File: src/rtl/bsg_cache_dma_wb_pkg.sv
// Shared command/state types for the bsg_cache DMA engine with write-back buffer.
package bsg_cache_dma_wb_pkg;

   typedef enum logic [2:0] {
      e_dma_nop,
      e_dma_send_fill_addr,
      e_dma_send_evict_addr,
      e_dma_get_fill_data,
      e_dma_send_evict_data
   } bsg_cache_dma_cmd_e;

   typedef enum logic [1:0] {
      e_idle,
      e_fill,
      e_evict_copy
   } dma_wb_state_e;

   // Index width that never collapses below one bit.
   function automatic int safe_clog2(input int n);
      return (n <= 1) ? 1 : $clog2(n);
   endfunction

endpackage

File: src/rtl/bsg_cache_dma_wb_buf.sv
// Victim buffer: filled by the evict copy, drained to DMA independently of the FSM.
module bsg_cache_dma_wb_buf #(
   parameter int els_p    = 4,
   parameter int width_p  = 64,
   parameter int lg_els_p = 2
) (
   input  logic                clk_i,
   input  logic                reset_i,
   input  logic                w_v_i,
   input  logic [lg_els_p-1:0] w_idx_i,
   input  logic [width_p-1:0]  w_data_i,
   input  logic                commit_i,
   output logic                v_o,
   output logic [width_p-1:0]  data_o,
   input  logic                yumi_i
);

   localparam logic [lg_els_p-1:0] last_idx_lp = lg_els_p'(els_p - 1);

   logic [width_p-1:0]  mem_r [els_p];
   logic                valid_q, valid_d;
   logic [lg_els_p-1:0] rd_ptr_q, rd_ptr_d;

   // NOTE: storage is not reset; valid_q alone says whether it holds anything.
   always_ff @(posedge clk_i) begin
      if (w_v_i)
         mem_r[w_idx_i] <= w_data_i;
   end

   always_comb begin
      valid_d  = valid_q;
      rd_ptr_d = rd_ptr_q;
      if (valid_q && yumi_i) begin
         rd_ptr_d = rd_ptr_q + 1'b1;
         if (rd_ptr_q == last_idx_lp) begin
            valid_d  = 1'b0;
            rd_ptr_d = '0;
         end
      end
      if (commit_i) begin
         valid_d  = 1'b1;
         rd_ptr_d = '0;
      end
   end

   always_ff @(posedge clk_i) begin
      if (reset_i) begin
         valid_q  <= 1'b0;
         rd_ptr_q <= '0;
      end else begin
         valid_q  <= valid_d;
         rd_ptr_q <= rd_ptr_d;
      end
   end

   assign v_o    = valid_q;
   assign data_o = mem_r[rd_ptr_q];

endmodule

File: src/rtl/bsg_cache_dma_wb.sv
// DMA engine for bsg_cache: fill (optionally critical-word-first) and evict through a
// write-back buffer so the victim drains while the refill of the same set proceeds.
module bsg_cache_dma_wb
   import bsg_cache_dma_wb_pkg::*;
#(
   parameter int addr_width_p          = 32,
   parameter int data_width_p          = 32,
   parameter int block_size_in_words_p = 8,
   parameter int sets_p                = 4,
   parameter int ways_p                = 2,
   parameter int dma_data_width_p      = data_width_p,
   parameter int crit_word_first_p     = 0,
   parameter int word_tracking_p       = 0,
   localparam int burst_len_lp     = block_size_in_words_p * data_width_p / dma_data_width_p,
   localparam int lg_burst_lp      = safe_clog2(burst_len_lp),
   localparam int lg_ways_lp       = safe_clog2(ways_p),
   localparam int lg_sets_lp       = safe_clog2(sets_p),
   localparam int dma_bytes_lp     = dma_data_width_p / 8,
   localparam int dm_addr_width_lp = lg_sets_lp + lg_burst_lp,
   localparam int dm_mask_width_lp = ways_p * dma_bytes_lp,
   localparam int pkt_width_lp     = 1 + block_size_in_words_p + addr_width_p
) (
   input  logic                                 clk_i,
   input  logic                                 reset_i,
   input  bsg_cache_dma_cmd_e                   dma_cmd_i,
   input  logic [lg_ways_lp-1:0]                dma_way_i,
   input  logic [addr_width_p-1:0]              dma_addr_i,
   input  logic [block_size_in_words_p-1:0]     track_mask_i,
   output logic                                 done_o,
   output logic [data_width_p-1:0]              snoop_word_o,
   output logic [pkt_width_lp-1:0]              dma_pkt_o,
   output logic                                 dma_pkt_v_o,
   input  logic                                 dma_pkt_yumi_i,
   input  logic [dma_data_width_p-1:0]          dma_data_i,
   input  logic                                 dma_data_v_i,
   output logic                                 dma_data_ready_o,
   output logic [dma_data_width_p-1:0]          dma_data_o,
   output logic                                 dma_data_v_o,
   input  logic                                 dma_data_yumi_i,
   output logic                                 data_mem_v_o,
   output logic                                 data_mem_w_o,
   output logic [dm_addr_width_lp-1:0]          data_mem_addr_o,
   output logic [dm_mask_width_lp-1:0]          data_mem_w_mask_o,
   output logic [ways_p*dma_data_width_p-1:0]   data_mem_data_o,
   input  logic [ways_p*dma_data_width_p-1:0]   data_mem_data_i,
   output logic                                 dma_evict_o
);

   localparam int lg_data_bytes_lp  = $clog2(data_width_p / 8);
   localparam int lg_dma_bytes_lp   = $clog2(dma_bytes_lp);
   localparam int lg_block_bytes_lp = $clog2(block_size_in_words_p * data_width_p / 8);
   localparam int words_per_beat_lp = dma_data_width_p / data_width_p;
   localparam int lg_wpb_lp         = safe_clog2(words_per_beat_lp);

   localparam logic [lg_burst_lp:0] cnt_last_lp  = (lg_burst_lp + 1)'(burst_len_lp - 1);
   localparam logic [lg_burst_lp:0] cnt_burst_lp = (lg_burst_lp + 1)'(burst_len_lp);

   dma_wb_state_e             state_q, state_d;
   logic [lg_burst_lp:0]      cnt_q, cnt_d;
   logic [lg_burst_lp-1:0]    start_q, start_d;
   logic [data_width_p-1:0]   snoop_q, snoop_d;

   logic [lg_sets_lp-1:0]       set_idx;
   logic [lg_burst_lp-1:0]      crit_beat, fill_idx;
   logic [lg_wpb_lp-1:0]        crit_word;
   logic [addr_width_p-1:0]     blk_addr, beat_addr;
   logic [data_width_p-1:0]     fill_word;
   logic [dma_data_width_p-1:0] rd_beat;
   logic [dm_mask_width_lp-1:0] way_mask;

   logic                        pkt_wnr;
   logic [block_size_in_words_p-1:0] pkt_mask;
   logic [addr_width_p-1:0]     pkt_addr;

   logic                        buf_w_v, buf_commit, wb_valid;
   logic [lg_burst_lp-1:0]      buf_w_idx;

   always_comb begin
      set_idx   = (sets_p == 1) ? '0 : dma_addr_i[lg_block_bytes_lp +: lg_sets_lp];
      crit_beat = (burst_len_lp == 1) ? '0 : dma_addr_i[lg_dma_bytes_lp +: lg_burst_lp];
      crit_word = (words_per_beat_lp == 1) ? '0 : dma_addr_i[lg_data_bytes_lp +: lg_wpb_lp];
      fill_idx  = (burst_len_lp == 1) ? '0 : start_q + cnt_q[lg_burst_lp-1:0];

      blk_addr  = dma_addr_i;
      beat_addr = dma_addr_i;
      for (int i = 0; i < lg_block_bytes_lp; i++) blk_addr[i] = 1'b0;
      for (int i = 0; i < lg_dma_bytes_lp; i++) beat_addr[i] = 1'b0;

      fill_word = dma_data_i[data_width_p-1:0];
      for (int i = 0; i < words_per_beat_lp; i++)
         if (crit_word == lg_wpb_lp'(i)) fill_word = dma_data_i[i*data_width_p +: data_width_p];

      rd_beat  = data_mem_data_i[dma_data_width_p-1:0];
      way_mask = '0;
      for (int w = 0; w < ways_p; w++) begin
         if (dma_way_i == lg_ways_lp'(w)) begin
            rd_beat = data_mem_data_i[w*dma_data_width_p +: dma_data_width_p];
            way_mask[w*dma_bytes_lp +: dma_bytes_lp] = '1;
         end
      end
   end

   always_comb begin
      state_d           = state_q;
      cnt_d             = cnt_q;
      start_d           = start_q;
      snoop_d           = snoop_q;
      done_o            = 1'b0;
      dma_pkt_v_o       = 1'b0;
      pkt_wnr           = 1'b0;
      pkt_mask          = '1;
      pkt_addr          = blk_addr;
      dma_data_ready_o  = 1'b0;
      data_mem_v_o      = 1'b0;
      data_mem_w_o      = 1'b0;
      data_mem_addr_o   = {set_idx, fill_idx};
      data_mem_w_mask_o = '0;
      data_mem_data_o   = {ways_p{dma_data_i}};
      buf_w_v           = 1'b0;
      buf_w_idx         = lg_burst_lp'(cnt_q - 1'b1);
      buf_commit        = 1'b0;

      unique case (state_q)
         e_idle: begin
            unique case (dma_cmd_i)
               e_dma_send_fill_addr: begin
                  dma_pkt_v_o = 1'b1;
                  pkt_addr    = (crit_word_first_p != 0) ? beat_addr : blk_addr;
                  done_o      = dma_pkt_yumi_i;
               end
               e_dma_send_evict_addr: begin
                  dma_pkt_v_o = 1'b1;
                  pkt_wnr     = 1'b1;
                  pkt_mask    = (word_tracking_p != 0) ? track_mask_i : '1;
                  done_o      = dma_pkt_yumi_i;
               end
               e_dma_get_fill_data: begin
                  start_d = (crit_word_first_p != 0) ? crit_beat : '0;
                  cnt_d   = '0;
                  state_d = e_fill;
               end
               e_dma_send_evict_data: begin
                  // A full buffer means the previous victim is still draining.
                  if (!wb_valid) begin
                     cnt_d   = '0;
                     state_d = e_evict_copy;
                  end
               end
               default: ;
            endcase
         end

         e_fill: begin
            dma_data_ready_o = 1'b1;
            if (dma_data_v_i) begin
               data_mem_v_o      = 1'b1;
               data_mem_w_o      = 1'b1;
               data_mem_w_mask_o = way_mask;
               if (fill_idx == crit_beat) snoop_d = fill_word;
               cnt_d = cnt_q + 1'b1;
               if (cnt_q == cnt_last_lp) begin
                  done_o  = 1'b1;
                  state_d = e_idle;
               end
            end
         end

         e_evict_copy: begin
            // Read beat cnt now; its data lands one cycle later in entry cnt-1.
            if (cnt_q < cnt_burst_lp) begin
               data_mem_v_o    = 1'b1;
               data_mem_addr_o = {set_idx, cnt_q[lg_burst_lp-1:0]};
            end
            buf_w_v = (cnt_q != '0);
            cnt_d   = cnt_q + 1'b1;
            if (cnt_q == cnt_burst_lp) begin
               done_o     = 1'b1;
               buf_commit = 1'b1;
               state_d    = e_idle;
            end
         end

         default: state_d = e_idle;
      endcase
   end

   always_ff @(posedge clk_i) begin
      if (reset_i) begin
         state_q <= e_idle;
         cnt_q   <= '0;
         start_q <= '0;
         snoop_q <= '0;
      end else begin
         state_q <= state_d;
         cnt_q   <= cnt_d;
         start_q <= start_d;
         snoop_q <= snoop_d;
      end
   end

   bsg_cache_dma_wb_buf #(
      .els_p    (burst_len_lp),
      .width_p  (dma_data_width_p),
      .lg_els_p (lg_burst_lp)
   ) wb_buf (
      .clk_i    (clk_i),
      .reset_i  (reset_i),
      .w_v_i    (buf_w_v),
      .w_idx_i  (buf_w_idx),
      .w_data_i (rd_beat),
      .commit_i (buf_commit),
      .v_o      (wb_valid),
      .data_o   (dma_data_o),
      .yumi_i   (dma_data_yumi_i)
   );

   assign dma_data_v_o = wb_valid;
   assign dma_evict_o  = (state_q == e_evict_copy) || wb_valid;
   assign snoop_word_o = snoop_q;
   assign dma_pkt_o    = {pkt_wnr, pkt_mask, pkt_addr};

endmodule
File: config.mk
export PLATFORM = sky130hd
export DESIGN_NAME = bsg_cache_dma_wb
export DESIGN_NICKNAME = d
export VERILOG_FILES = /design/src/rtl/bsg_cache_dma_wb_pkg.sv /design/src/rtl/bsg_cache_dma_wb_buf.sv /design/src/rtl/bsg_cache_dma_wb.sv
export SDC_FILE = /design/constraint.sdc
export NUM_CORES = 1
export LEC_CHECK = 0
export CAP_MARGIN = 20
export CORE_MARGIN = 1.5
export CORE_UTILIZATION = 49
export DETAILED_ROUTE_END_ITERATION = 12
export PLACE_DENSITY = 0.8
export SLEW_MARGIN = 5
export SYNTH_ARGS = -nofsm -noshare
export SYNTH_HDL_FRONTEND = slang
export SYNTH_SLANG_ARGS = --single-unit
File: constraint.sdc
create_clock -name clk_i -period 4.3 [get_ports clk_i]
set_input_delay 1.29 -clock clk_i [delete_from_list [all_inputs] [get_ports clk_i]]
set_output_delay 1.29 -clock clk_i [all_outputs]
set_load 0.01 [all_outputs]
# == Yosys cells after proc, flatten, opt, wreduce, memory -nomap -nowiden ==
# Memory sizes are Yosys's and may differ from the RTL's. A register that Yosys moved wholly into a read port is not among the register bits.
# Index checks and enable logic that the tools add are counted.
# word_totals
memories,1
mem_bits_rw,256
ff_bits,42
output_inout_bits,189
elab_cells,77
in_bits,145
# classes
n_mux,39
eq_ne,15
order_cmp,1
add_sub_neg,3
reduce_logical,13
# mem_list
name,words,word_bits,read_ports,rd_clocked_by_memory_dff,write_ports,line,text
wb_buf.mem_r,8,32,1,1,1,bsg_cache_dma_wb_buf.sv:20,logic [width_p-1:0] mem_r [els_p];
# op_table
cell,n
$mux W32,1
$mux W1,19
$mux W4,4
$mux W8,2
$pmux W4 S3,1
$mux W3,3
$mux W2,4
$pmux W4 S2,1
$eq A3 B2 Y1 const B,2
$eq A3 B3 Y1 const B,2
$ne A2 B2 Y1 const B,3
$pmux W2 S3,1
$reduce_and A5 Y1,1
$add A4 B1 Y4 const B,1
$eq A4 B3 Y1 const B,1
$eq A4 B4 Y1 const B,1
$lt A4 B4 Y1 const B,1
$pmux W2 S2,1
$reduce_and A4 Y1,1
$reduce_bool A2 Y1,2
$reduce_bool A4 Y1,1
$reduce_or A2 Y1,2
$add A3 B1 Y3 const B,1
$eq A3 B1 Y1 const B,1
other kinds (14),14

# == Depth between registers and ports, before layout ==
# Gate-level depths: netlist (run 1).
# logic_depth
ltp_word,5
ltp_mapped,7
mapped_depth_nobuf,6

# == Cells and area by module ==
# A second synthesis (run 1) with hierarchy kept.
# hier_totals
hier_cells,734
hier_area_um2,13065.0
# modules_own_cells
mod,area_per_inst_um2,n_inst,cells_per_inst
bsg_cache_dma_wb_buf,10080.9,1,404
bsg_cache_dma_wb,2984.1,1,330

# == Worst setup path after synthesis (run 1) ==
# No wires, ideal clock.
# synth_path
path_type,register to register
start,reg cnt_q[0]
end,"mem wb_buf.mem_r[2][0] in the netlist's numbering, enable pin"
path_buffers,0
setup_slack_ns,0.679
required_time_ns,3.839
path_stages_with_launch,5
arrival_time_ns,3.160
cell_sequence,dfxtp_1 -> inv_1 -> ha_1 -> xor2_1 -> nor3_1
# synth_between
elab_chain_len,4
word_cells_on_any_way,5
# synth_rtl
item,line,text
from (decl),bsg_cache_dma_wb.sv:59,"logic [lg_burst_lp:0] cnt_q, cnt_d;"
from (signal assigned),bsg_cache_dma_wb.sv:195,cnt_q <= cnt_d;
$reduce_bool A4 Y1,bsg_cache_dma_wb.sv:174,buf_w_v = (cnt_q != '0);
$mux W1,bsg_cache_dma_wb.sv:123,unique case (state_q)
$mux W1,bsg_cache_dma_wb_buf.sv:26,if (w_v_i)
$mux W1 (implied by the code),bsg_cache_dma_wb_buf.sv:27,mem_r[w_idx_i] <= w_data_i;
to (decl),bsg_cache_dma_wb_buf.sv:20,
# Several ways; a longest one is shown, not always the timed one.

# == Final worst setup path (run 1) ==
# layout_path
start,in dma_cmd_i[0]
end,out dma_pkt_o[40]
# layout_between
elab_chain_len,3
# layout_rtl
item,line,text
from (decl),bsg_cache_dma_wb.sv:25,"input bsg_cache_dma_cmd_e dma_cmd_i,"
$eq A3 B2 Y1,bsg_cache_dma_wb.sv:125,unique case (dma_cmd_i)
$mux W1,bsg_cache_dma_wb.sv:125,
$mux W1,bsg_cache_dma_wb.sv:123,
to (decl),bsg_cache_dma_wb.sv:31,"output logic [pkt_width_lp-1:0] dma_pkt_o,"
# No other way between the ends.

==> flow_metrics.tcl, run 1 <==
set metrics [dict create \
    syn_area_per_cell_um2 17.4 \
    ir_drop_mv 0.298 \
    synth-async-reset-ratio_pct 0 \
    critPathMostFrequentCell "clkdlybuf4s50_1" \
    p_per_area_nw_per_um2 404 \
    clk_pin_slew_ns 0.06 \
    critPathBufInv 3 \
    cp-end-kind "primary output" \
    startpoint_type "input pin" \
    leakage_nw 5.27 \
    drt_pre_antenna_iters 4 \
    slew_viol_final 0 \
    die_area_um2 27200 \
    critPathSlowestCell "clkdlybuf4s50_1" \
    grt_pass1_vias 6970 \
    cap_violations 0 \
    yosysTopAreaCellShare_pct 59.9 \
    rsz0062_at_grt "false" \
    grt_max_degree 65 \
    start_util_pct 49.6 \
    yosysTopAreaCell "edfxtp_1" \
    timing.final.setup_violations 0 \
    cp_cell_sequence "clkdlybuf4s50_1, buf_4, nor4bb_1, clkdlybuf4s50_1" \
    cp_max_fo 4 \
    seq_area_frac_synth_pct 67.0 \
    numCtsBuffers 30 \
    die_w_um 165 \
    routabilityCongestion 0.734 \
    fmax_mhz 242 \
    fp-row-count 59 \
    synth_common_cells "edfxtp_1 (256), buf_4 (116), mux2_2 (64), mux4_2 (64), dfxtp_1 (45)" \
    drc 0 \
    worstSkewPairLatency_ns 0.54 \
    layout-drive-gt1-share_pct 23.8 \
    fp.dieH_um 165 \
    postSynthCellCount 737 \
    ys.flop_type "edfxtp_1" \
    clock_path_buffers 3 \
    area_growth_pct 26.3 \
    htreeDepth 1 \
    dpl.hpwl_mm 16.7 \
    cpLargestDelayFamily "buffers and inverters" \
    synth_area_um2 12800 \
    cts_root_buf "clkbuf_16" \
    grt_first_pass_wirelength_mm 39.0 \
    worst_pin_slew_ns 0.777 \
    yosys-top-cells-area "edfxtp_1 (60%), mux4_2 (11%), dfxtp_1 (7.0%), buf_4 (6.8%), mux2_2 (5.6%)" \
    antenna_found_initial 0 \
    fin_crit_sh_pct 96.2 \
    worstPathArrival_ns 2.85 \
    period_needed_ns 4.14 \
    n_antenna_cell 0 \
    fin_worst_skew_ns 0.0146 \
    outcome "completed" \
    cts_tree "yes" \
    synth_cell_types 41 \
    synth-seq-cells 301 \
    cp_data_required_time_ns 3.01 \
    place.port_buffers 254 \
    fin_total_pwr_mw 6.55 \
    grtUsageTotal_pct 19.5 \
    slew_headroom_pct 48.1 \
    vias 6747 \
    finalNetCount 1063 \
    hold_viol 0 \
    drtAntennaViolNets 0 \
    boundaryPins 334 \
    yosys_warnings 0 \
    gr-total-overflow 0 \
    drt_iter0_markers 373 \
    yosysMostFrequentCell "edfxtp_1" \
    synth_edf_count 256 \
    worstSetupPathType "in -> out" \
    post-cts-setup-buffers 0 \
    hold_class "reg -> reg" \
    cts_sinks 301 \
    tns_ns 0 \
    wire_per_inst_um 21.1 \
    fp.coreArea_um2 25800 \
    max_stage_delay_ns 0.62 \
    routed_wl_mm 26.7 \
    avgViaCountPerCell 5.32 \
    fill_cells 1870 \
]
## report_power, final
part           internal (mW)  leakage [nW]  total (mW)  switching (mW)
combinational          0.278          2.07       0.528           0.249
clock                   1.75         0.537        2.81            1.06
sequential              3.20          2.66        3.21          0.0149
## sequential cells by signal, indices dropped and copies added, names as in the netlist, named ones only
signal           count
wb_buf.mem_r       256
snoop_word_o        32
cnt_q                4
wb_buf.rd_ptr_q      3
state_q              2
wb_buf.v_o           1
## per-layer routing
layer | global-route usage [%] | wire (um) | vias up
met5 | 0 | 0 | -
met4 | 4.95 | 584 | 0
met3 | 2.89 | 1570 | 42
met2 | 35.3 | 14000 | 279
met1 | 24.5 | 10500 | 3387
li1 | - | - | 3039
## logic make-up (layout without fill, tap and decap cells)
family          Yosys count  count (layout)  share of synthesized area (%)
buf+inv                 158             343                           8.11
compound gates           16              16                           1.02
fa+ha+maj                 8               8                          0.780
flops                   301             301                           67.0
mux                     162             162                           19.5
simple gates             85              85                           3.23
other cells               2              13                         0.0585
xor+xnor                  5               5                          0.341
## path summary, 6_finish.rpt
kind / start / end / slack (ns) / depth (start not counted)
worst max-delay path: dma_cmd_i[0] / dma_pkt_o[40] / 0.16 / 4
worst min-delay path: wb_buf.rd_ptr_q[1] / flip-flop / 0.47 / 2
worst max register to register: cnt_q[0] / wb_buf.mem_r[0][14] / 1.64 / 5
worst min register to register: wb_buf.rd_ptr_q[1] / flip-flop / 0.47 / 2
## through the flow
step           cell area, um2  utilization, %  instances  hold WS, ns  setup slack (ns)
2_1_floorplan           12900               -        748        0.452             0.679
3_3_place_gp            15100            58.4       1213        0.464           -0.0369
3_5_place_dp            15100            58.4       1213        0.469           -0.0732
4_1_cts                 16200            62.7       1268        0.480            0.0323
5_1_grt                 16200            62.7       1268        0.501            0.0275
6_report                16200            62.7       1268        0.474             0.163
## cell usage in the layout (no fill, tap or decap), types with 6 or more instances in the layout
| cell type | n |
|---|---|
| conb_1 | 13 |
| mux2_2 | 64 |
| ha_1 | 8 |
| edfxtp_1 | 256 |
| mux4_2 | 64 |
| a21oi_1 | 6 |
| mux2i_1 | 34 |
| dfxtp_1 | 42 |
| nand3_1 | 6 |
| bufinv_16 | 6 |
| inv_1 | 11 |
| buf_4 | 20 |
| nand2_1 | 15 |
| clkdlybuf4s50_1 | 252 |
| nor2_1 | 35 |
| clkbuf_16 | 31 |
## worst reg2reg max path, stage by stage, from the launching register on
cell and delay (ns):
dfxtp_1 0.50, inv_1 0.13, ha_1 0.47, nand2_1 0.21
nor2_4 0.64, buf_4 0.39
## layout make-up
type                    count  area [um2]  share of cell area, %
repair buffers            277        2750                   17.0
well taps                 335         419                   2.59
multi-input cells         289        3300                   20.4
clock inverters            18         249                   1.54
inverters                  11        41.3                  0.255
flip-flops and latches    301        8590                   53.1
clock buffers              37         848                   5.24
## timing repair
item	in CTS	in global routing
setup endpoints to repair	1	2
hold buffers	0	0
pin swaps	0	0
resized for setup	1	2
Note: power is estimated with default switching activity, not from simulation.
==> run 2: changes to the inputs <==
HOLD_SLACK_MARGIN = 0.08   (was default)
==> results of run 2 <==
The final DEF is identical to that of run 1; final timing and power are the same.
==> run 3: changes to the inputs <==
CORE_UTILIZATION = 40   (was 49)
GPL_ROUTABILITY_DRIVEN = 0   (was default)
PLACE_DENSITY = 0.68   (was 0.8)
==> run 3 against run 2 <==
Against the previous run: maximum frequency up 0.74%; clock power about the same; clock skew grew 0.0010 ns; critical endpoint unchanged; die area grew 22%; largest power group unchanged; sequential share of layout area down 0.31 points; worst setup slack improved by 0.030 ns; hold slack gained 0.010 ns; non-clock buffer count up 6; cell area rose by 0.63%; largest cell class unchanged.
==> flow_metrics.tcl, run 3 (same netlist as run 1, synthesis figures left out) <==
set metrics [dict create \
    cp_max_fo 4 \
    p_per_area_nw_per_um2 400 \
    fin_crit_sh_pct 95.5 \
    place.port_buffers 254 \
    r2r_cells 7 \
    dr_wl_met3_mm 1.77 \
    vias 6723 \
    die_w_um 182 \
    wire_per_inst_um 20.2 \
    area_growth_pct 27.1 \
    ir_drop_mv 0.306 \
    grtUsageTotal_pct 16.4 \
    antenna_found_initial 0 \
    htreeDepth 1 \
    layout-drive-gt1-share_pct 23.4 \
    routed.top_layer "met4" \
    fp.coreArea_um2 31600 \
    outcome "completed" \
    worstPathArrival_ns 2.82 \
    fin_total_pwr_mw 6.52 \
    placed_area_um2 15200 \
    design_area_um2 16300 \
    fp.dieH_um 182 \
    worstSkewPairLatency_ns 0.56 \
    clock_path_buffers 3 \
    whs_ns 0.484 \
    period_needed_ns 4.11 \
    n_antenna_cell 0 \
    fin_worst_skew_ns 0.0156 \
    cts_tree "yes" \
    routed_wl_mm 27.1 \
    hold_class "reg -> reg" \
    final_common_cell "edfxtp_1" \
    start_util_pct 40.7 \
    holdPathStages 2 \
    gr-total-overflow 0 \
    grt_max_degree 33 \
    slew_viol_final 0 \
    worst_pin_slew_ns 0.817 \
    worstSetupPathType "in -> out" \
    cts_root_buf "clkbuf_16" \
    largest_reg_flops 256 \
    cp-end-kind "primary output" \
    rrSetupSlack_ns 1.65 \
    clk_pin_slew_ns 0.06 \
    drt_iter0_markers 360 \
    boundaryPins 334 \
    hold_viol 0 \
    fmax_mhz 243 \
    fp-row-count 65 \
    numCtsBuffers 30 \
    grt_pass1_vias 7189 \
    most-common-layout-cells "edfxtp_1 (256), clkdlybuf4s50_1 (252), mux2_2 (64), mux4_2 (64), dfxtp_1 (42)" \
    leakage_nw 5.27 \
    avgViaCountPerCell 5.01 \
    tns_ns 0 \
    met1_length_mm 10.9 \
    drt_pre_antenna_iters 4 \
    timing.final.setup_violations 0 \
    drtAntennaViolNets 0 \
    drc 0 \
    dpl.hpwl_mm 17.5 \
    regMostFlops "wb_buf.mem_r" \
    rsz0062_at_grt "false" \
    fin_cells 1342 \
    met2_wirelength_mm 14.1 \
    die_area_um2 33200 \
    startpoint_type "input pin" \
    cap_violations 0 \
    finalNetCount 1069 \
    slew_headroom_pct 45.4 \
    grt_first_pass_wirelength_mm 41.4 \
    placed_cells 1286 \
    cts_sinks 301 \
    cp_data_required_time_ns 3.01 \
]
[run 3: final cells by class]
cell class	count	area, um2
clock inverter	21	309
tap	402	503
sequential	301	8600
inverter	11	41.3
multi-input combinational	289	3290
timing repair buffer	283	2790
fill	2557	15300
clock buffer	35	769
[run 3: through the flow]
step / util [%] / setup slack (ns)
finish: 51.7 / 0.193
global route: 51.7 / 0.0848
CTS: 51.7 / 0.147
detailed placement: 48.2 / -0.00994
global placement: 48.2 / 0.00898
floorplan: - / 0.679
[run 3: what timing repair did]
item	CTS	global route
setup endpoints to repair	1	0
resized for setup	1	0
hold buffers	0	0
endpoints found under the hold margin	0	0
buffers inserted	0	0
[run 3: critical path, cell delays in order]
cell and delay, ns:
clkdlybuf4s50_1 0.51, buf_4 0.14, nor4bb_1 0.28, clkdlybuf4s50_1 0.60
[run 3: power by group]
group / total [mW] / leakage (nW) / internal [mW] / switching [mW]
Combinational: 0.535 / 2.08 / 0.280 / 0.255
Clock: 2.78 / 0.517 / 1.71 / 1.07
Sequential: 3.21 / 2.66 / 3.20 / 0.0106
[run 3: per-layer routing]
| layer | GRT usage (%) | up-vias |
|---|---|---|
| met5 | 0 | - |
| met4 | 3.64 | 0 |
| met3 | 3.05 | 43 |
| met2 | 29.6 | 239 |
| met1 | 20.6 | 3392 |
| li1 | - | 3049 |
[run 3: path summary, 6_finish.rpt]
| check | from | to |
|---|---|---|
| min reg2reg | wb_buf.rd_ptr_q[2] | flip-flop |
| max | dma_cmd_i[1] | dma_pkt_o[40] |
| max reg2reg | cnt_q[1] | wb_buf.mem_r[4][23] |
| min | wb_buf.rd_ptr_q[2] | flip-flop |
